## src/rtl/drowsy_alarm_decoder_if.sv

```systemverilog
// Purpose: bundles the detector-facing inputs and the alarm-facing outputs of the
//          drowsiness alarm decoder into one port.
// Latency: n/a (wiring only). Backpressure: none, the consumer accepts one vector per cycle.
// Ports:   done/out1 (detector vector), tick_1s (async 1 Hz level), ack (operator),
//          class_bits/class_valid/drowsy/alarm/state/sec_count (decoder results).
interface drowsy_alarm_decoder_if #(
  parameter int WIDTH = 10
);
  logic                    done;
  logic [2:0][WIDTH-1:0]   out1;
  logic                    tick_1s;
  logic                    ack;
  logic [2:0]              class_bits;
  logic                    class_valid;
  logic                    drowsy;
  logic                    alarm;
  logic [1:0]              state;
  logic [7:0]              sec_count;

  // Producer side: the detector / operator panel.
  modport master (
    output done, out1, tick_1s, ack,
    input  class_bits, class_valid, drowsy, alarm, state, sec_count
  );

  // Consumer side: the decoder itself.
  modport slave (
    input  done, out1, tick_1s, ack,
    output class_bits, class_valid, drowsy, alarm, state, sec_count
  );
endinterface

```

## src/rtl/drowsy_alarm_decoder.sv

```systemverilog
// Purpose: thresholds the 3-lane ANN output into class bits, majority-votes recent
//          samples, times persistent drowsiness in seconds and latches an alarm until ack.
// Latency: done rise sampled at edge t -> class_bits t+1, drowsy t+2, state t+3.
// Backpressure: none; every done rising edge is captured, at most one per cycle.
// Ports:   Clock, Rst (async, active high), bus (slave modport of drowsy_alarm_decoder_if).
module drowsy_alarm_decoder #(
  parameter int               WIDTH      = 10,
  parameter logic [WIDTH-1:0] THRESH     = WIDTH'(512),
  parameter int               VOTE_N     = 5,
  parameter int               VOTE_K     = 3,
  parameter int               ALARM_SECS = 3
) (
  input  logic                  Clock,
  input  logic                  Rst,
  drowsy_alarm_decoder_if.slave bus
);

  typedef enum logic [1:0] {
    ST_IDLE  = 2'd0,
    ST_ARMED = 2'd1,
    ST_ALARM = 2'd2,
    ST_BAD   = 2'd3
  } state_e;

  // ---------------------------------------------------------------------------
  // Capture stage
  // ---------------------------------------------------------------------------
  logic                  done_q, done_d;
  logic                  done_prev_q, done_prev_d;
  logic [2:0][WIDTH-1:0] out1_q, out1_d;
  logic [2:0]            class_bits_q, class_bits_d;
  logic                  class_valid_q, class_valid_d;
  logic                  done_rise;

  // out1 is registered alongside done so the captured vector is the one present
  // when done was first seen high, even if done drops again on the next cycle.
  assign done_rise = done_q & ~done_prev_q;

  always_comb begin
    done_d        = bus.done;
    done_prev_d   = done_q;
    out1_d        = bus.out1;
    class_bits_d  = class_bits_q;
    class_valid_d = done_rise;
    if (done_rise) begin
      for (int i = 0; i < 3; i++) begin
        class_bits_d[i] = (out1_q[i] >= THRESH);
      end
    end
  end

  // ---------------------------------------------------------------------------
  // Vote window
  // ---------------------------------------------------------------------------
  logic [VOTE_N-1:0] win_q, win_d;
  logic [VOTE_N-1:0] win_shift;
  logic              drowsy_q, drowsy_d;
  logic              sample_drowsy;
  logic [3:0]        win_ones;

  // Two or more class-high lanes out of three.
  assign sample_drowsy = (class_bits_q[0] & class_bits_q[1]) |
                         (class_bits_q[0] & class_bits_q[2]) |
                         (class_bits_q[1] & class_bits_q[2]);

  // drowsy is computed from the post-shift window so it lands on the same edge
  // as the window update rather than one cycle later.
  always_comb begin
    win_shift[0] = sample_drowsy;
    for (int i = 1; i < VOTE_N; i++) begin
      win_shift[i] = win_q[i-1];
    end
    win_ones = 4'd0;
    for (int i = 0; i < VOTE_N; i++) begin
      win_ones = win_ones + {3'b000, win_shift[i]};
    end
  end

  always_comb begin
    win_d    = win_q;
    drowsy_d = drowsy_q;
    if (class_valid_q) begin
      win_d    = win_shift;
      drowsy_d = (win_ones >= 4'(VOTE_K));
    end
  end

  // ---------------------------------------------------------------------------
  // Seconds tick: 2-flop synchroniser, edge detect, registered pulse
  // ---------------------------------------------------------------------------
  logic tick_sync1_q, tick_sync1_d;
  logic tick_sync2_q, tick_sync2_d;
  logic tick_prev_q, tick_prev_d;
  logic sec_pulse_q, sec_pulse_d;

  always_comb begin
    tick_sync1_d = bus.tick_1s;
    tick_sync2_d = tick_sync1_q;
    tick_prev_d  = tick_sync2_q;
    sec_pulse_d  = tick_sync2_q & ~tick_prev_q;
  end

  // ---------------------------------------------------------------------------
  // Persistence FSM
  // ---------------------------------------------------------------------------
  state_e     state_q, state_d;
  logic [7:0] sec_count_q, sec_count_d;
  logic [7:0] sec_inc;
  logic       alarm_q, alarm_d;

  assign sec_inc = (sec_count_q == 8'hFF) ? 8'hFF : sec_count_q + 8'd1;

  always_comb begin
    state_d     = state_q;
    sec_count_d = sec_count_q;
    case (state_q)
      ST_IDLE: begin
        if (drowsy_q) begin
          state_d     = ST_ARMED;
          sec_count_d = 8'd0;
        end
      end
      ST_ARMED: begin
        // Losing drowsy takes priority over a coincident second pulse.
        if (!drowsy_q) begin
          state_d     = ST_IDLE;
          sec_count_d = 8'd0;
        end else if (sec_pulse_q) begin
          sec_count_d = sec_inc;
          if (sec_inc == 8'(ALARM_SECS)) begin
            state_d = ST_ALARM;
          end
        end
      end
      ST_ALARM: begin
        // Acknowledge only counts once the driver is no longer drowsy.
        if (bus.ack && !drowsy_q) begin
          state_d     = ST_IDLE;
          sec_count_d = 8'd0;
        end
      end
      default: begin
        state_d     = ST_IDLE;
        sec_count_d = 8'd0;
      end
    endcase
    alarm_d = (state_d == ST_ALARM);
  end

  // ---------------------------------------------------------------------------
  // State registers
  // ---------------------------------------------------------------------------
  always_ff @(posedge Clock or posedge Rst) begin
    if (Rst) begin
      done_q        <= 1'b0;
      done_prev_q   <= 1'b0;
      out1_q        <= '0;
      class_bits_q  <= 3'b000;
      class_valid_q <= 1'b0;
      win_q         <= '0;
      drowsy_q      <= 1'b0;
      tick_sync1_q  <= 1'b0;
      tick_sync2_q  <= 1'b0;
      tick_prev_q   <= 1'b0;
      sec_pulse_q   <= 1'b0;
      state_q       <= ST_IDLE;
      sec_count_q   <= 8'd0;
      alarm_q       <= 1'b0;
    end else begin
      done_q        <= done_d;
      done_prev_q   <= done_prev_d;
      out1_q        <= out1_d;
      class_bits_q  <= class_bits_d;
      class_valid_q <= class_valid_d;
      win_q         <= win_d;
      drowsy_q      <= drowsy_d;
      tick_sync1_q  <= tick_sync1_d;
      tick_sync2_q  <= tick_sync2_d;
      tick_prev_q   <= tick_prev_d;
      sec_pulse_q   <= sec_pulse_d;
      state_q       <= state_d;
      sec_count_q   <= sec_count_d;
      alarm_q       <= alarm_d;
    end
  end

  assign bus.class_bits  = class_bits_q;
  assign bus.class_valid = class_valid_q;
  assign bus.drowsy      = drowsy_q;
  assign bus.alarm       = alarm_q;
  assign bus.state       = state_q;
  assign bus.sec_count   = sec_count_q;

endmodule

```

## src/flat_wrapper.sv

```systemverilog
// flat-port wrapper written by rule: the top's interface ports become plain ports
module drowsy_alarm_decoder_flat 
#(
  parameter int               WIDTH      = 10,
  parameter logic [WIDTH-1:0] THRESH     = WIDTH'(512),
  parameter int               VOTE_N     = 5,
  parameter int               VOTE_K     = 3,
  parameter int               ALARM_SECS = 3
)
  (Clock, Rst, bus_done, bus_out1, bus_tick_1s, bus_ack, bus_class_bits, bus_class_valid, bus_drowsy, bus_alarm, bus_state, bus_sec_count);
  drowsy_alarm_decoder_if #(.WIDTH(WIDTH)) bus_i ();
  input  logic Clock;
  input  logic Rst;
  input wire logic [$bits(bus_i.done)-1:0] bus_done;
  input wire logic [$bits(bus_i.out1)-1:0] bus_out1;
  input wire logic [$bits(bus_i.tick_1s)-1:0] bus_tick_1s;
  input wire logic [$bits(bus_i.ack)-1:0] bus_ack;
  output wire logic [$bits(bus_i.class_bits)-1:0] bus_class_bits;
  output wire logic [$bits(bus_i.class_valid)-1:0] bus_class_valid;
  output wire logic [$bits(bus_i.drowsy)-1:0] bus_drowsy;
  output wire logic [$bits(bus_i.alarm)-1:0] bus_alarm;
  output wire logic [$bits(bus_i.state)-1:0] bus_state;
  output wire logic [$bits(bus_i.sec_count)-1:0] bus_sec_count;
  assign bus_i.done = bus_done;
  assign bus_i.out1 = bus_out1;
  assign bus_i.tick_1s = bus_tick_1s;
  assign bus_i.ack = bus_ack;
  assign bus_class_bits = bus_i.class_bits;
  assign bus_class_valid = bus_i.class_valid;
  assign bus_drowsy = bus_i.drowsy;
  assign bus_alarm = bus_i.alarm;
  assign bus_state = bus_i.state;
  assign bus_sec_count = bus_i.sec_count;
  drowsy_alarm_decoder #(.WIDTH(WIDTH), .THRESH(THRESH), .VOTE_N(VOTE_N), .VOTE_K(VOTE_K), .ALARM_SECS(ALARM_SECS)) u_core (.Clock(Clock), .Rst(Rst), .bus(bus_i));
endmodule
```

## config.mk

```make
export PLATFORM = sky130hd
export DESIGN_NAME = drowsy_alarm_decoder_flat
export DESIGN_NICKNAME = d
export VERILOG_FILES = /design/src/rtl/drowsy_alarm_decoder_if.sv /design/src/rtl/drowsy_alarm_decoder.sv /design/src/flat_wrapper.sv
export SDC_FILE = /design/constraint.sdc
export NUM_CORES = 1
export LEC_CHECK = 0
export BUFFER_PORTS_ARGS = -buffer_cell sky130_fd_sc_hd__buf_2
export CAP_MARGIN = 20
export CORE_ASPECT_RATIO = 0.7
export CORE_MARGIN = 2
export CORE_UTILIZATION = 35
export DETAILED_ROUTE_END_ITERATION = 10
export GPL_TIMING_DRIVEN = 0
export PLACE_DENSITY = 0.68
export SYNTH_ARGS = -nofsm -noshare
export SYNTH_HDL_FRONTEND = slang
export SYNTH_SLANG_ARGS = --single-unit
```

## constraint.sdc

```tcl
create_clock -name Clock -period 2.4 [get_ports Clock]
set_clock_uncertainty 0.2 [all_clocks]
set_input_delay 0.48 -clock Clock [delete_from_list [all_inputs] [get_ports Clock]]
set_output_delay 0.48 -clock Clock [all_outputs]
set_load 0.01 [all_outputs]
```

== Word level (Yosys, flattened, before mapping) ==
Index checks and enable logic that the tools add are counted.

* Bits in registers: 56
* Latch bits: 0
* Bits in writable memories: 0
* ROM bits: 0
* Bits of input ports: 35
* Memories kept: 0

* $add $sub $neg: 5
* Multiply operators: 0
* Div/mod/pow operators: 0
* Magnitude comparators: 4
* Equal/unequal tests: 8
* Shift-type cells: 0
* Multiplexer cells: 12
* Bitwise gates (word level): 9
* Reduce and logical (&&, ||, !) cells: 4

{| class="wikitable"
|+ Operators by type and width
! kind !! number
|-
| two-way mux 8 bit || 5
|-
| >= comparator 10 bit, second input constant || 3
|-
| one-hot mux 8 bit (3 select lines) || 1
|-
| two-way mux 2 bit || 5
|-
| adder 4 x 1 -> 4 bit || 2
|-
| adder 8 x 1 -> 8 bit, second input constant || 1
|-
| equality test 8 x 2 -> 1 bit, second input constant || 1
|-
| equality test 8 bit, second input constant || 1
|-
| one-hot mux 2 bit (3 select lines) || 1
|-
| bitwise AND 1 bit || 5
|-
| equality test 2 bit, second input constant || 2
|-
| >= comparator 4 x 2 -> 1 bit, second input constant || 1
|-
| != test 2 x 1 -> 1 bit, second input constant || 2
|-
| adder 2 x 1 -> 3 bit || 1
|-
| != test 3 bit, second input constant || 1
|-
| AND reduction 3 bit || 1
|-
| adder 1 x 1 -> 2 bit || 1
|-
| equality test 2 x 1 -> 1 bit, second input constant || 1
|-
| logical NOT 2 bit || 1
|-
| NOT 1 bit || 2
|-
| OR 1 bit || 2
|-
| logical AND 1 bit || 1
|-
| logical NOT 1 bit || 1
|}

== Longest topological paths before layout ==
Gate-level depths: netlist (run 1).

* Depth in word-level cells: 8
* Mapped depth: 9

== Least setup slack after synthesis (run 1) ==
OpenSTA, ideal clock, no wires.

* Path type: flip-flop to flip-flop
* From: reg u_core.class_bits_q[2], in the netlist u_core.bus.class_bits[2]
* To: reg u_core.drowsy_q, in the netlist u_core.bus.drowsy
* Library setup time: 135 ps
* Arrival time: 2084 ps
* Path slack: -19 ps
* Cell stages (with the launch flop): 10
* Period minus slack after synthesis: 2419 ps
* Path through: dfrtp_1 -> a21o_1 -> o21ai_0 -> fa_1 -> fa_1 -> inv_1 -> ha_1 -> nor2b_1 -> o21ai_0 -> o21ai_0

* Cells in the longest elaborated chain, start to end: 8
* Elaborated cells on any way between the ends: 9
* Those cells by class: 4 x add/sub; 1 x order compare; 4 x bitwise

{| class="wikitable"
|+ RTL lines
! what !! RTL line !! text
|-
| start: declaration || drowsy_alarm_decoder.sv:31 || <nowiki>logic [2:0] class_bits_q, class_bits_d;</nowiki>
|-
| start signal: assignment || drowsy_alarm_decoder.sv:173 || <nowiki>class_bits_q <= class_bits_d;</nowiki>
|-
| bitwise AND 1 bit || drowsy_alarm_decoder.sv:63 || <nowiki>(class_bits_q[0] & class_bits_q[2]) |</nowiki>
|-
| OR 1 bit || drowsy_alarm_decoder.sv:62 || <nowiki>assign sample_drowsy = (class_bits_q[0] & class_bits_q[1]) |</nowiki>
|-
| OR 1 bit (*) || drowsy_alarm_decoder.sv:63 ||
|-
| adder 1 x 1 -> 2 bit (*) || drowsy_alarm_decoder.sv:75 || <nowiki>win_ones = win_ones + {3'b000, win_shift[i]};</nowiki>
|-
| adder 2 x 1 -> 3 bit (*) || drowsy_alarm_decoder.sv:75 ||
|-
| adder 4 x 1 -> 4 bit (*) (2 in a row) || drowsy_alarm_decoder.sv:75 ||
|-
| >= comparator 4 x 2 -> 1 bit (*) || drowsy_alarm_decoder.sv:84 || <nowiki>drowsy_d = (win_ones >= 4'(VOTE_K));</nowiki>
|-
| end signal: assignment || drowsy_alarm_decoder.sv:176 || <nowiki>drowsy_q <= drowsy_d;</nowiki>
|-
| end: declaration || drowsy_alarm_decoder.sv:57 || <nowiki>logic drowsy_q, drowsy_d;</nowiki>
|}

Mark *: on every way between the ends. The rest lies on a longest branch, timed or not.
A chain may end at the register's enable or synchronous reset.

== Worst setup path in the final report (run 1) ==
* From: reg u_core.class_bits_q[0], in the netlist u_core.bus.class_bits[0]
* To: reg u_core.drowsy_q, in the netlist u_core.bus.drowsy

* Cells in the longest elaborated chain, start to end: 8
* Elaborated cells on any way between the ends: 9
* Those cells by class: 4 x add/sub; 1 x order compare; 4 x bitwise

{| class="wikitable"
|+ RTL lines
! what !! RTL line
|-
| bitwise AND 1 bit, on equally long branches || drowsy_alarm_decoder.sv:62, drowsy_alarm_decoder.sv:63
|-
| OR 1 bit (*) || drowsy_alarm_decoder.sv:62
|-
| OR 1 bit (*) || drowsy_alarm_decoder.sv:63
|-
| adder 1 x 1 -> 2 bit (*) || drowsy_alarm_decoder.sv:75
|-
| adder 2 x 1 -> 3 bit (*) || drowsy_alarm_decoder.sv:75
|-
| adder 4 x 1 -> 4 bit (*) (2 in a row) || drowsy_alarm_decoder.sv:75
|-
| >= comparator 4 x 2 -> 1 bit (*) || drowsy_alarm_decoder.sv:84
|}

Marks and branches as above.

==> results.py, run 1 <==
metrics = {
    "worst_hold_path": {
        "hold-path-endpoint": "u_core.done_prev_d",
        "worstHoldStart": "bus_done",
        "worst_min_delay_path_category": "input pin to flop",
        "hold_crit_depth": 1,
    },
    "place": {
        "dp_hpwl_mm": 2.06,
        "gp_routability_congestion": 0.901,
        "cell_count_after_placement": 202,
        "place.port_buffers": 23,
    },
    "setup_path": {
        "critPathMaxFanout": 3,
        "ff2ff_path_depth": 9,
        "crit_required_ns": 2.36,
        "timing.critical_path.to_type": "flop",
        "r2r_end": "u_core.bus.drowsy",
        "timing.critical_path.arrival_ns": 2.33,
        "reg2reg_from": "u_core.bus.class_bits[0]",
        "worstSetupStartpointType": "flop",
        "reg2reg_slack_ns": 0.02,
        "crit_type": "flop to flop",
    },
    "clocking": {
        "cts.path.max_buffers": 2,
        "cts_tree": "built",
        "clock_insertion_delay_worst_skew_ns": 0.28,
        "clk_transition_reported_paths_ns": 0.06,
        "tritoncts.num_buffers": 5,
        "clock_tree.htree_level_count": 2,
        "clkSinkCount": 29,
        "clockRootBuffer": "clkbuf_8",
    },
    "layout": {
        "post_layout_nonfiller_instances": 217,
        "layout_commonest_cell": "dfrtp_1",
        "fraction_of_layout_cells_with_a_size_suffix_above_1_pct": 32.9,
        "fin_nets": 205,
        "antennaDiodeCount": 0,
        "finish.utilization_pct": 47.5,
        "area.growth.synth_to_final_pct": 27.0,
        "most-common-layout-cells": "27 x dfrtp_1, 24 x buf_2, 11 x inv_1, 11 x nand2_1",
    },
    "synthesis": {
        "postSynthNetCount": 168,
        "number_of_synthesized_flops_with_an_enable_pin": 0,
        "yosys.area.top_type_share_pct": 53.8,
        "synth_largest_area_cell": "dfrtp_1",
        "syn_inst": 129,
        "synthesis.area_sq_um": 1350,
        "synthArstFlopShare_pct": 100,
        "yosysWarningCount": 0,
        "post_synth.cell_area_avg_sq_um": 10.5,
        "synth_area_leaders": "dfrtp_1 54%, o21ai_0 4.8%, a21oi_1 3.7%",
        "flip_flop_and_latch_count_after_synthesis": 29,
        "synth_sequential_area_ratio_pct": 53.8,
        "synth_flop_cell": "dfrtp_1",
        "synth_cell_type_count": 36,
    },
    "power_and_ir_drop": {
        "design_power_total_mw": 1.35,
        "peakVddDrop_mv": 0.415,
        "pwr_density_cell_nw_per_um2": 789,
        "power.static_leakage_nw": 0.797,
    },
    "timing": {
        "finalSetupViolations": 0,
        "tightest_slew_ns": 0.680,
        "fmaxAchievable_mhz": 421,
        "timing.final.hold_violations": 0,
        "setup_tns_ns": 0,
        "rsz0062_at_grt": "true",
        "final.min_clock_period_ns": 2.38,
        "holdWs_ns": 0.0996,
        "max-slew-margin-rel_pct": 54.7,
        "layout_worst_path_cycle_share_pct": 99.0,
        "final_max_slew_viol_count": 0,
    },
    "routing": {
        "detail_route.vias_per_cell": 5.14,
        "drtIter0Drc": 47,
        "via_count": 1116,
        "drtPass1Iterations": 4,
        "wirelength_mm": 2.99,
        "postRouteAntennaNets": 0,
        "drt-wirelength-per-cell_um": 13.8,
        "drc_errors": 0,
    },
    "outcome": {
        "outcome": "complete, no violations",
    },
    "floorplan": {
        "placement_rows": 18,
        "die_width_um": 78.2,
        "core_region_area_sq_um": 3600,
        "die_y_extent_um": 55.9,
        "design.die.area_sq_um": 4370,
        "initial_core_utilization_pct": 37.4,
        "ioPinCount": 51,
    },
    "global_route": {
        "global_route.peak_usage_layer": "met2",
        "grt_start_max_net_pins": 30,
        "grtUsageMet1_pct": 17.8,
        "grt_first_pass_wirelength_mm": 4.86,
        "grt_use_total_pct": 14.5,
        "grt_util_met2_pct": 23.0,
        "number_of_antenna_violations_at_the_first_check_in_global_routing": 0,
        "globalRoute.totalOverflow": 0,
        "met3_usage_pct": 3.57,
        "first_global_vias": 1092,
    },
    "flow_run": {
        "cap_violations": 0,
    },
}
-- worst max path at each step --
| stage | startpoint | to | slack [ns] | cells past startpoint |
|---|---|---|---|---|
| 6_report | u_core.bus.class_bits[0] | u_core.bus.drowsy | 0.02 | 9 |
| 3_3_place_gp | u_core.bus.class_bits[2] | u_core.bus.drowsy | -0.03 | 9 |
| 2_1_floorplan | u_core.bus.class_bits[2] | u_core.bus.drowsy | 0.01 | 9 |
| 4_1_cts | u_core.bus.class_bits[0] | u_core.bus.drowsy | 0.02 | 9 |
| 5_1_grt | u_core.bus.class_bits[0] | u_core.bus.drowsy | -0.05 | 9 |
| 3_5_place_dp | u_core.bus.class_bits[2] | u_core.bus.drowsy | -0.06 | 9 |
-- per-stage QoR --
step                setup slack, ns  area [sq um]
global route                -0.0450          1710
global placement            -0.0252          1530
floorplan                    0.0120          1350
finish                       0.0246          1710
detailed placement          -0.0594          1530
CTS                          0.0239          1620
-- power breakdown --
| part | switching (mW) | internal [mW] |
|---|---|---|
| clock network | 0.180 | 0.200 |
| logic | 0.205 | 0.177 |
| registers | 0.0463 | 0.542 |
-- repair_timing --
| item | 4_1_cts | 5_1_grt |
|---|---|---|
| setup buffers | 1 | 4 |
| resized for setup | 3 | 5 |
| hold buffers | 0 | 1 |
| pin swaps | 2 | 0 |
| setup endpoints to repair | 1 | 3 |
| endpoints found under the hold margin | 0 | 3 |
-- flip-flops by register name, summed over array words and instances (netlist names), 2 cells and up --
name,cells
u_core.bus.sec_count,8
u_core.bus.state,2
u_core.bus.class_bits,3
u_core.win_q,4
u_core.out1_q,3
-- logic make-up (layout without fill, tap and decap cells) --
logic type | count (synthesis) | count (layout) | share of synthesized area [%]
AND/OR/NAND/NOR | 34 | 34 | 13.5
buffers and inverters | 16 | 54 | 4.82
flip-flops | 29 | 29 | 53.8
XOR/XNOR | 1 | 1 | 0.649
adder cells (fa/ha/maj) | 4 | 4 | 4.82
multiplexers | 4 | 4 | 3.25
AO/OA/AOI/OAI | 41 | 41 | 19.2
-- synth_stat cells, types with 2 or more instances --
library cell / number
a21o_1: 2
a21oi_1: 10
a22o_1: 2
a31oi_1: 2
clkbuf_1: 2
dfrtp_1: 29
fa_1: 2
ha_1: 2
inv_1: 12
mux2_2: 3
nand2_1: 11
nand3_1: 4
nand4_1: 2
nor2_1: 6
nor2b_1: 3
o21ai_0: 13
o21ai_1: 2
o22ai_1: 2
o2bb2ai_1: 2
or2_2: 2
-- metal layers --
layer  routed length, um  up-vias
li1                    -      528
met1                1300      552
met2                1460       28
met3                 150        8
met4                  80        0
met5                   0        -
-- final cells by class --
cell class / instances / area, sq um
well taps: 50 / 62.6
repair buffers: 30 / 190
multi-input cells: 84 / 584
flip-flops and latches: 29 / 728
plain buffers: 4 / 20.0
clock buffers: 6 / 72.6
inverters: 12 / 45.0
fillers: 351 / 1890
clock inverters: 2 / 10.0
-- critical path, stage by stage (launching register included) --
cell and delay (ns):
dfrtp_1 0.41, a21o_1 0.20, o21ai_2 0.07, fa_1 0.45, fa_2 0.35, inv_2 0.07, ha_4 0.19, nor2b_4 0.11
o21ai_1 0.11, o21ai_1 0.08
Power figures use the tool's default switching activity.
==> inputs of run 2 (changes only) <==
CORE_UTILIZATION = 41   (was 35)
PLACE_DENSITY = 0.76   (was 0.68)
==> results.py, run 2 (synthesized netlist as in run 1, its figures left out) <==
metrics = {
    "outcome": {
        "outcome": "complete, no violations",
    },
    "timing": {
        "rsz0062_at_grt": "true",
        "final.min_clock_period_ns": 2.37,
        "layout_worst_path_cycle_share_pct": 98.8,
        "max-slew-margin-rel_pct": 58.2,
        "fmaxAchievable_mhz": 422,
        "holdWs_ns": 0.100,
        "setup_tns_ns": 0,
        "finalSetupViolations": 0,
        "final_max_slew_viol_count": 0,
        "timing.final.hold_violations": 0,
        "tightest_slew_ns": 0.627,
    },
    "layout": {
        "area.growth.synth_to_final_pct": 26.7,
        "fin_area_sq_um": 1710,
        "most-common-layout-cells": "27 x dfrtp_1, 24 x buf_2, 11 x inv_1, 11 x nand2_1",
        "layout_commonest_cell": "dfrtp_1",
        "max_reg_flops": 8,
        "fraction_of_layout_cells_with_a_size_suffix_above_1_pct": 33.1,
        "post_layout_nonfiller_instances": 204,
        "antennaDiodeCount": 0,
        "fin_nets": 204,
    },
    "clocking": {
        "clk_transition_reported_paths_ns": 0.06,
        "clock_insertion_delay_worst_skew_ns": 0.28,
        "clkSinkCount": 29,
        "clock_tree.htree_level_count": 2,
        "cts.path.max_buffers": 2,
        "cts_tree": "built",
        "clockRootBuffer": "clkbuf_8",
        "tritoncts.num_buffers": 5,
    },
    "flow_run": {
        "cap_violations": 0,
    },
    "worst_hold_path": {
        "worst_min_delay_path_category": "input pin to flop",
        "worstHoldStart": "bus_done",
    },
    "setup_path": {
        "max_stage_delay_ns": 0.47,
        "critical_path_launch_point": "u_core.bus.class_bits[2]",
        "crit_type": "flop to flop",
        "timing.critical_path.arrival_ns": 2.33,
        "critPathMaxFanout": 3,
        "critical_path.n_buffers_inverters": 1,
        "crit_required_ns": 2.36,
        "cpLargestDelayFamily": "adder cells",
        "worstSetupStartpointType": "flop",
        "reg2reg_from": "u_core.bus.class_bits[2]",
        "path_common_cell": "o21ai_1",
        "path_cells": "a21o_1 > o21ai_2 > fa_1 > fa_2 > inv_2 > ha_4 > nor2b_4 > o21ai_1 > o21ai_1",
        "worst_path_max_delay_cell": "fa_1",
        "timing.critical_path.to_type": "flop",
    },
    "floorplan": {
        "die_width_um": 72.6,
        "die_y_extent_um": 52.0,
        "placement_rows": 17,
        "design.die.area_sq_um": 3770,
        "core_region_area_sq_um": 3150,
        "initial_core_utilization_pct": 42.8,
        "ioPinCount": 51,
    },
    "power_and_ir_drop": {
        "design_power_total_mw": 1.40,
        "power.static_leakage_nw": 0.800,
        "peakVddDrop_mv": 0.387,
        "pwr_density_cell_nw_per_um2": 820,
    },
    "routing": {
        "detail_route.vias_per_cell": 5.31,
        "wirelength_mm": 2.71,
        "via_count": 1084,
        "postRouteAntennaNets": 0,
        "drtPass1Iterations": 4,
        "drc_errors": 0,
        "drt-wirelength-per-cell_um": 13.3,
        "drtIter0Drc": 50,
    },
    "place": {
        "detailed_place.area_sq_um": 1520,
        "gp_routability_congestion": 0.937,
        "dp_hpwl_mm": 1.91,
        "cell_count_after_placement": 190,
        "place.port_buffers": 23,
    },
    "global_route": {
        "grt_start_max_net_pins": 30,
        "grt_first_pass_wirelength_mm": 4.33,
        "grt_use_total_pct": 15.6,
        "first_global_vias": 959,
        "number_of_antenna_violations_at_the_first_check_in_global_routing": 0,
        "globalRoute.totalOverflow": 0,
    },
}
==> run 2: what timing repair did <==
| action | CTS | global route |
|---|---|---|
| setup endpoints to repair | 1 | 3 |
| hold buffers | 0 | 1 |
| pin swaps | 4 | 4 |
| setup buffers | 2 | 2 |
| endpoints found under the hold margin | 0 | 4 |
| resized for setup | 5 | 4 |
==> run 2: layer usage <==
layer / up-vias / track usage, % / share of wire (%)
met5: - / 0 / 0
met2: 47 / 22.3 / 45
met1: 500 / 20.7 / 44
met3: 7 / 4.07 / 8.7
met4: 0 / 11.1 / 2.2
li1: 530 / - / -
==> run 2: path summary, 6_finish.rpt <==
kind / to / slack (ns) / depth (start not counted)
setup / recovery: u_core.bus.drowsy / 0.03 / 9
hold / removal: u_core.done_prev_d / 0.10 / 1
setup reg to reg: u_core.bus.drowsy / 0.03 / 9
hold reg to reg: u_core.tick_prev_d / 0.15 / 0
max in group asynchronous: u_core.bus.sec_count[1] / 1.13 / 4
min in group asynchronous: u_core.bus.sec_count[7] / 0.46 / 3
==> run 2: cell type report <==
| type | instances | area [sq um] |
|---|---|---|
| Buffer | 4 | 20.0 |
| Clock buffer | 7 | 96.3 |
| Clock inverter | 1 | 5.00 |
| Fill cell | 266 | 1440 |
| Inverter | 12 | 45.0 |
| Multi-Input combinational cell | 84 | 584 |
| Sequential cell | 29 | 728 |
| Tap cell | 38 | 47.5 |
| Timing Repair Buffer | 29 | 183 |
==> run 2: worst register-to-register path: cells and delay by family, from the launching register on <==
kind	cells	cell delay, ns
compound gates	4	0.44
fa+ha+maj	3	1.02
buf+inv	1	0.07
flops	1	0.41
simple gates	1	0.12
==> run 2: report_power, final <==
part	total (mW)	leakage, nW	internal, mW	switching [mW]
sequential	0.590	0.367	0.542	0.0476
clock	0.440	0.0542	0.258	0.181
combinational	0.371	0.378	0.174	0.197
==> run 2: stage by stage <==
step / utilization [%] / setup WS [ns]
floorplan: - / 0.0120
global placement: 48.1 / -0.0142
detailed placement: 48.1 / -0.0709
CTS: 52.3 / -0.00159
global route: 54.3 / -0.0529
finish: 54.3 / 0.0290
==> inputs of run 3 (changes only) <==
CTS_BUF_LIST = sky130_fd_sc_hd__clkbuf_16   (was unset)
PLACE_DENSITY = 0.68   (was 0.76)
==> results.py, run 3 (synthesized netlist as in run 1, its figures left out) <==
metrics = {
    "outcome": {
        "outcome": "finished with violations",
        "violations": "setup timing",
    },
    "setup_path": {
        "path_common_cell": "o21ai_1",
        "critical_path_launch_point": "u_core.bus.class_bits[2]",
        "crit_type": "flop to flop",
        "crit_required_ns": 2.34,
        "max_stage_delay_ns": 0.45,
        "worstSetupStartpointType": "flop",
        "timing.critical_path.arrival_ns": 2.34,
        "worst_path_max_delay_cell": "fa_1",
        "timing.critical_path.to_type": "flop",
        "critPathMaxFanout": 3,
        "path_cells": "a21o_1 > o21ai_2 > fa_1 > fa_2 > inv_2 > ha_4 > nor2b_4 > o21ai_1 > o21ai_1",
        "reg2reg_from": "u_core.bus.class_bits[2]",
    },
    "layout": {
        "area.growth.synth_to_final_pct": 31.3,
        "layout_commonest_cell": "dfrtp_1",
        "final-seq-area_sq_um": 728,
        "antennaDiodeCount": 0,
        "most-common-layout-cells": "27 x dfrtp_1, 24 x buf_2, 11 x inv_1, 11 x nand2_1",
        "finish.utilization_pct": 56.2,
        "fin_nets": 202,
        "post_layout_nonfiller_instances": 202,
        "max_reg_flops": 8,
        "fraction_of_layout_cells_with_a_size_suffix_above_1_pct": 31.7,
        "nFillCells": 278,
        "multiInputGateArea_sq_um": 596,
    },
    "worst_hold_path": {
        "worst_min_delay_path_category": "input pin to flop",
        "worstHoldStart": "bus_out1[19]",
    },
    "global_route": {
        "first_global_vias": 1002,
        "number_of_antenna_violations_at_the_first_check_in_global_routing": 0,
        "grt_start_max_net_pins": 30,
        "globalRoute.totalOverflow": 0,
        "grt_use_total_pct": 16.6,
        "grt_first_pass_wirelength_mm": 4.60,
    },
    "timing": {
        "least_setup_slack_across_all_paths_after_layout_ns": -0.00249,
        "final_max_slew_viol_count": 0,
        "timing.final.hold_violations": 0,
        "tightest_slew_ns": 0.677,
        "fmaxAchievable_mhz": 416,
        "rsz0062_at_grt": "true",
        "finalSetupViolations": 1,
        "max-slew-margin-rel_pct": 54.8,
        "final.min_clock_period_ns": 2.40,
        "layout_worst_path_cycle_share_pct": 100,
    },
    "routing": {
        "wirelength_mm": 2.87,
        "drtIter0Drc": 96,
        "drt-wirelength-per-cell_um": 14.2,
        "via_count": 1119,
        "drc_errors": 0,
        "detail_route.vias_per_cell": 5.54,
        "drtPass1Iterations": 4,
        "postRouteAntennaNets": 0,
    },
    "power_and_ir_drop": {
        "switching_part_of_the_total_power_pct": 27.5,
        "pwr_density_cell_nw_per_um2": 929,
        "power.static_leakage_nw": 0.813,
        "share_comb_of_total_power_pct": 22.3,
        "p_int_mw": 1.19,
        "p_switching_mw": 0.452,
        "seqPwrFrac_pct": 36.0,
        "pwr-share-clk_pct": 41.8,
        "peakVddDrop_mv": 0.427,
    },
    "clocking": {
        "clockRootBuffer": "clkbuf_16",
        "clk_transition_reported_paths_ns": 0.05,
        "clock_tree.htree_level_count": 2,
        "cts_tree": "built",
        "tritoncts.num_buffers": 5,
        "clkSinkCount": 29,
        "clock_insertion_delay_worst_skew_ns": 0.27,
        "cts.path.max_buffers": 2,
    },
    "place": {
        "cell_count_after_placement": 190,
        "place.port_buffers": 23,
        "detailedPlace.worstSlack_ns": -0.0702,
        "dp_hpwl_mm": 1.97,
        "gp_routability_congestion": 0.865,
    },
    "floorplan": {
        "initial_core_utilization_pct": 42.8,
        "placement_rows": 17,
        "die_y_extent_um": 52.0,
        "core_region_area_sq_um": 3150,
        "die_width_um": 72.6,
        "design.die.area_sq_um": 3770,
        "ioPinCount": 51,
    },
    "flow_run": {
        "cap_violations": 0,
    },
}
## run 3: repair_timing
| item | in CTS | in global routing |
|---|---|---|
| hold buffers | 0 | 1 |
| endpoints found under the setup margin | 1 | 3 |
| buffers inserted | 2 | 0 |
| pin swaps | 3 | 5 |
| gates resized for setup | 4 | 6 |
| hold endpoints to repair | 0 | 6 |
## run 3: metal layers
layer	vias up	part of all wire [%]	track usage (%)	wire [um]
met1	548	45	22.2	1280
met2	44	48	25.3	1370
li1	523	-	-	-
met5	-	0	0	0
met4	0	1.3	7.41	38
met3	4	6.5	4.65	187
## run 3: worst max-delay path, delay by kind of cell, from the launching register on
family / cells / cell delay [ns]
flip-flops: 1 / 0.40
AO/OA/AOI/OAI: 4 / 0.47
adder cells (fa/ha/maj): 3 / 1.01
AND/OR/NAND/NOR: 1 / 0.11
buffers and inverters: 1 / 0.08
## run 3: metrics by stage
stage	hold slack [ns]	power, mW	instance area [sq um]	TNS, ns
2_1_floorplan	0.131	0.783	1350	0
3_3_place_gp	0.132	0.860	1520	-0.0265
3_5_place_dp	0.140	0.884	1520	-0.0702
4_1_cts	0.106	1.60	1700	0
5_1_grt	0.104	1.74	1770	-0.0945
6_report	0.113	1.65	1770	-0.00249
## run 3: worst paths after layout
path | endpoint | slack, ns | cells after the start
max in group asynchronous | u_core.bus.alarm | 1.01 | 4
max reg2reg | u_core.bus.drowsy | -0.002 | 9
max | u_core.bus.drowsy | -0.002 | 9
min in group asynchronous | u_core.bus.sec_count[2] | 0.55 | 3
min reg2reg | u_core.tick_prev_d | 0.15 | 0
min | u_core.out1_q[19] | 0.11 | 1
## run 3: cell type report
class / instances / share of cell area [%]
Sequential cell: 29 / 41.1
Multi-Input combinational cell: 84 / 33.6
Timing Repair Buffer: 27 / 9.47
Clock buffer: 5 / 7.07
Tap cell: 38 / 2.69
Inverter: 12 / 2.54
Clock inverter: 3 / 2.33
Buffer: 4 / 1.13
## run 3: power groups by stage
stage	combinational, mW	clock, mW	sequential [mW]
after CTS	0.306	0.705	0.589
after floorplan	0.181	0	0.602
after detailed placement	0.286	0	0.598
final	0.366	0.687	0.592
after global routing	0.412	0.726	0.600
after global placement	0.265	0	0.595
